File: config.mk
export PLATFORM = sky130hd
export DESIGN_NAME = shooter_controller
export DESIGN_NICKNAME = d
export VERILOG_FILES = /design/src/rtl/shooter_controller.sv
export SDC_FILE = /design/constraint.sdc
export NUM_CORES = 1
export LEC_CHECK = 0
export ABC_AREA = 1
export CAP_MARGIN = 20
export CORE_UTILIZATION = 25
export DETAILED_ROUTE_END_ITERATION = 8
export GPL_TIMING_DRIVEN = 1
export PLACE_DENSITY = 0.46
export SYNTH_ARGS = -nofsm -noshare
export SYNTH_HDL_FRONTEND = slang
export SYNTH_SLANG_ARGS = --single-unit
export TNS_END_PERCENT = 50
File: constraint.sdc
create_clock -name Clk -period 5.3 [get_ports Clk]
set_input_delay 0.795 -clock Clk [delete_from_list [all_inputs] [get_ports Clk]]
set_output_delay 0.795 -clock Clk [all_outputs]
set_load 0.02 [all_outputs]
File: src/rtl/shooter_controller.sv
// Per-frame shooter motion: sync vsync, decode WASD, step/clamp sprite.
// Optional SHOOTER_TURN_PAUSE_EN: direction change costs one frame in TURN.
module shooter_controller #(
  parameter int STEP    = 2,
  parameter int X_MIN   = 32,
  parameter int X_MAX   = 576,
  parameter int Y_MIN   = 62,
  parameter int Y_MAX   = 416,
  parameter int X_START = 304,
  parameter int Y_START = 239
) (
  input  logic       Clk,
  input  logic       Reset,
  input  logic       frame_clk,
  input  logic [7:0] keycode,
  output logic [9:0] ShooterX,
  output logic [9:0] ShooterY,
  output logic [1:0] ShooterFace,
  output logic       Moving
);

  typedef enum logic [1:0] {
    IDLE = 2'b00,
    TURN = 2'b01,
    MOVE = 2'b10
  } state_t;

  localparam logic [10:0] STP = 11'(STEP);
  localparam logic [10:0] XMN = 11'(X_MIN);
  localparam logic [10:0] XMX = 11'(X_MAX);
  localparam logic [10:0] YMN = 11'(Y_MIN);
  localparam logic [10:0] YMX = 11'(Y_MAX);

  localparam logic [1:0] D_UP = 2'b00;
  localparam logic [1:0] D_RT = 2'b01;
  localparam logic [1:0] D_DN = 2'b10;
  localparam logic [1:0] D_LF = 2'b11;

  state_t      state, state_n;
  logic [9:0]  x_n, y_n;
  logic [1:0]  face_n;
  logic        sync1, sync2, dly;
  logic        frame_tick;
  logic        kvalid;
  logic [1:0]  kdir;
  logic        do_step;
  logic [10:0] xinc, xdec, yinc, ydec;
  logic [10:0] xw, yw;

  // vsync synchronizer plus delay flop for rising-edge detect
  always_ff @(posedge Clk or posedge Reset) begin
    if (Reset) begin
      sync1 <= 1'b0;
      sync2 <= 1'b0;
      dly   <= 1'b0;
    end else begin
      sync1 <= frame_clk;
      sync2 <= sync1;
      dly   <= sync2;
    end
  end

  assign frame_tick = sync2 & ~dly;

  // keycode to direction
  always_comb begin
    kvalid = 1'b1;
    kdir   = D_UP;
    unique case (1'b1)
      (keycode == 8'h1A): kdir = D_UP;
      (keycode == 8'h07): kdir = D_RT;
      (keycode == 8'h16): kdir = D_DN;
      (keycode == 8'h04): kdir = D_LF;
      default:            kvalid = 1'b0;
    endcase
  end

  // clamped step candidates, 11-bit so nothing wraps
  always_comb begin
    xw   = {1'b0, ShooterX};
    yw   = {1'b0, ShooterY};
    xinc = xw + STP;
    yinc = yw + STP;
    if (xinc > XMX) xinc = XMX;
    if (yinc > YMX) yinc = YMX;
    xdec = (xw < XMN + STP) ? XMN : xw - STP;
    ydec = (yw < YMN + STP) ? YMN : yw - STP;
  end

  // next-state, face and position, all gated by frame_tick
  always_comb begin
    state_n = state;
    face_n  = ShooterFace;
    x_n     = ShooterX;
    y_n     = ShooterY;
    do_step = 1'b0;
    if (frame_tick) begin
      if (!kvalid) begin
        state_n = IDLE;
      end else if (kdir != ShooterFace) begin
        face_n = kdir;
`ifdef SHOOTER_TURN_PAUSE_EN
        state_n = TURN;
`else
        state_n = MOVE;
        do_step = 1'b1;
`endif
      end else begin
        state_n = MOVE;
        do_step = 1'b1;
      end
    end
    if (do_step) begin
      unique case (kdir)
        D_UP: y_n = ydec[9:0];
        D_RT: x_n = xinc[9:0];
        D_DN: y_n = yinc[9:0];
        D_LF: x_n = xdec[9:0];
        default: ;
      endcase
    end
  end

  // state, face and position registers
  always_ff @(posedge Clk or posedge Reset) begin
    if (Reset) begin
      state       <= IDLE;
      ShooterFace <= D_UP;
      ShooterX    <= 10'(X_START);
      ShooterY    <= 10'(Y_START);
    end else begin
      state       <= state_n;
      ShooterFace <= face_n;
      ShooterX    <= x_n;
      ShooterY    <= y_n;
    end
  end

  assign Moving = (state == MOVE);

endmodule

==> parameters.txt <==
Parameter                              Value

Outcome
  Run status ... completed

GRT
  Via count of the first global-routing pass ... 1936
  Antenna violations before repair ... 0
  Total Routing Usage GR ... 13.06%
  Global-route congestion overflow total ... 0
  First-pass GRT wire length ... 9197 um
  Pin count of the biggest net entering global routing ... 26

Floorplanning
  Core area ... 0.008299 mm^2
  Total Die Area ... 0.009019 mm^2
  Row count ... 33
  Die outline height ... 94.97 um
  Horiz. Die Dim ... 94.97 um
  Starting density of the core ... 26.04%
  Number of top-level pins ... 34

STA
  Maximum clock frequency ... 421.2 MHz
  Max-slew violations ... 0
  Setup tns final ... 0 ps
  WHS ... 355.2 ps
  Clock skew after layout ... 3.016 ps
  Final Critical Period ... 2374 ps
  Total count of hold-check failures in the final report ... 0
  Period utilisation layout ... 44.79%
  RSZ-0062 raised after global routing ... false
  Final setup violation count ... 0

Clock network
  Clock Root Buffer ... clkbuf_8
  Maximum clock insertion buffer count ... 2
  Resized Gates After CTS ... 0
  Buffer count from post-CTS setup fixing ... 0
  Num CTS Buffers ... 3
  CTS H-Tree Depth ... 1
  Sinks on Clock Net ... 25
  Quantity of hold-fixing buffers added after cts ... 0
  Clock tree from TritonCTS ... done
  Clock latency on the worst-skew pair ... 270 ps
  Clock slew seen by the registers of the worst setup and hold paths ... 90 ps

Synthesis
  Library cell with the highest instance count after synthesis ... nand2_1
  Most area-consuming cells after synthesis ... dfrtp_1, nand2_1, dfstp_2
  Number of instances in the synthesized netlist ... 333
  Commonest cells post-synth ... nand2_1, inv_1, nor2_1
  Share of synthesized cell area in and, or, nand and nor gates ... 42.27%
  Library cell occupying the most area in the post-synthesis netlist ... dfrtp_1
  Post-synth design cell area ... 0.002161 mm^2
  Number of warnings reported in the yosys synthesis log ... 0
  Arithmetic-cell share of the synthesized area counting full adders, half adders and majority gates ... 2.316%
  Synthesized flop and latch total ... 25
  Avg Synthesized Cell Area ... 6.489 um^2
  Post-synthesis xor/xnor area fraction ... 5.269%
  Dominant combinational cell family by area after synthesis ... simple AND/OR/NAND/NOR gates
  Fraction of synthesis flops using an asynchronous set or reset pin ... 100.0%
  EDFF count, synth ... 0
  Post-synthesis compound-gate area fraction ... 9.380%
  Net count after synthesis ... 348
  Commonest register cell after synthesis ... dfrtp_1
  Fraction of the yosys area taken by sequential cells ... 29.53%
  Post-synth top area share ... 17.37%
  Post-synth cell types ... 37
  Post-synthesis mux area share ... 0%

Layout
  Net total in the final layout ... 382
  Final antenna diode count ... 0
  Post-synthesis to final-layout area growth ... 21.89%
  Proportion of layout cells with a drive suffix above 1 ... 10.66%

Route
  Wire length reported by the detailed router ... 5430 um
  Average detailed-routed wire length per instance ... 11.53 um
  Iteration-0 DRC Markers ... 107
  Number of vias in the routed layout ... 2096
  Detailed-router iteration count before antenna repair ... 4
  Number of design rule violations left after detail routing ... 0
  Count of nets left with antenna violations after detail routing ... 0
  Average via count per standard cell ... 4.450

Pwr
  Max rail drop VDD ... 0.00008543 V
  Total power per unit cell area ... 166.4 mW/mm^2
  Total leakage power ... 1.396 nW

Worst setup path
  Reg2reg setup slack ... 3290 ps
  Worst Path Max Fanout ... 9
  Max stage delay cell, worst path ... dfstp_2
  Nature of the critical path startpoint ... register
  Kind of cell adding the most delay to the critical path ... flip-flops
  Critical path data arrival time ... 1580 ps
  Reg2reg start ... ShooterY[1]$_DFFE_PP1P_
  Combined buffer and inverter count along the critical path ... 1
  Capture point of the worst path ... ShooterX[5]
  Logic depth of the worst setup path including buffers ... 1
  CP startpoint ... ShooterX[5]$_DFFE_PP1P_
  Crit end category ... primary output
  Critical path, cell by cell ... clkdlybuf4s50_1
  Crit path required time ... 4510 ps
  Delay contributed by the slowest stage of the critical path ... 660 ps
  Category of the most critical setup path ... reg2out
  End of the worst register-to-register path ... ShooterY[4]$_DFFE_PP0P_
  Reg2Reg Depth ... 13

Worst hold path
  Worst hold-check path type ... reg2reg

Placed design
  DP HPWL ... 4226 um
  Count of input and output buffers ... 32
  Placer's final routability congestion estimate ... 0.8407

Run
  Max cap viols ... 0
-- how the worst min path moves through the flow --
| stage | slack (ps) | depth (start not counted) | to | start |
|---|---|---|---|---|
| 2_1_floorplan | 330 | 0 | sync2$_DFF_PP0_ | sync1$_DFF_PP0_ |
| 3_3_place_gp | 330 | 0 | sync2$_DFF_PP0_ | sync1$_DFF_PP0_ |
| 3_5_place_dp | 340 | 0 | sync2$_DFF_PP0_ | sync1$_DFF_PP0_ |
| 4_1_cts | 360 | 0 | sync2$_DFF_PP0_ | sync1$_DFF_PP0_ |
| 5_1_grt | 370 | 0 | sync2$_DFF_PP0_ | sync1$_DFF_PP0_ |
| 6_report | 360 | 0 | sync2$_DFF_PP0_ | sync1$_DFF_PP0_ |
-- power by group --
group,total [mW],internal (mW),switching (mW),leakage (nW)
registers,0.219,0.204,0.0148,0.271
logic,0.0998,0.0416,0.0582,1.10
clock network,0.119,0.0539,0.0653,0.0228
-- cell usage in the layout (no fill, tap or decap), drive strengths merged, types with 7 or more instances in the layout --
master	count
nand2	107
inv	54
nor2	46
clkdlybuf4s50	32
nand3	31
o21ai	18
dfrtp	15
xor2	12
dfstp	10
a21oi	7
-- worst reg2reg max path, cell delays in order, from the launching register on --
cell,delay (ps)
dfstp_2,620
inv_1,90
ha_1,330
inv_1,60
nand3_1,90
nor2_1,110
nand2_1,60
nand2_1,60
nand2_1,50
nand2_1,60
nand2_1,60
nand2_2,130
nand3_1,90
a21oi_1,130
-- metrics by stage --
step                instance area, um^2  setup slack (ps)  util [%]  total power [mW]  std cells
global placement                   2589              2904     31.19            0.3233        467
finish                             2634              2926     31.74            0.4382        471
CTS                                2634              2907     31.74            0.4477        471
floorplan                          2161              3434         -            0.2811        333
detailed placement                 2589              2810     31.19            0.3234        467
global route                       2634              2869     31.74            0.4664        471
-- area by class of cell --
class	instances	area, um^2
Tap cell	105	131.4
Inverter	54	207.7
Fill cell	927	5665
Sequential cell	25	638.1
Multi-Input combinational cell	250	1284
Clock buffer	4	45.04
Timing Repair Buffer	33	327.8
-- metal layers --
layer	up-vias	part of all wire (%)	GRT usage (%)
met5	-	0	0
li1	1104	-	-
met4	0	1.1	3.157
met1	951	53	18.62
met3	7	2.8	1.530
met2	34	43	20.86
-- registers in the layout, summed over array words and instances, names as in the netlist --
register / flops
dly: 1
sync1: 1
ShooterX: 9
ShooterY: 10
ShooterFace: 2
sync2: 1
state: 1
-- kinds of logic (layout without fill, tap and decap cells) --
family | Yosys count | after routing
AND/OR/NAND/NOR | 197 | 197
buffers and inverters | 58 | 91
AO/OA/AOI/OAI | 35 | 35
flip-flops | 25 | 25
XOR/XNOR | 13 | 13
adder cells (fa/ha/maj) | 4 | 4
other | 1 | 1
Power figures use the tool's default switching activity.
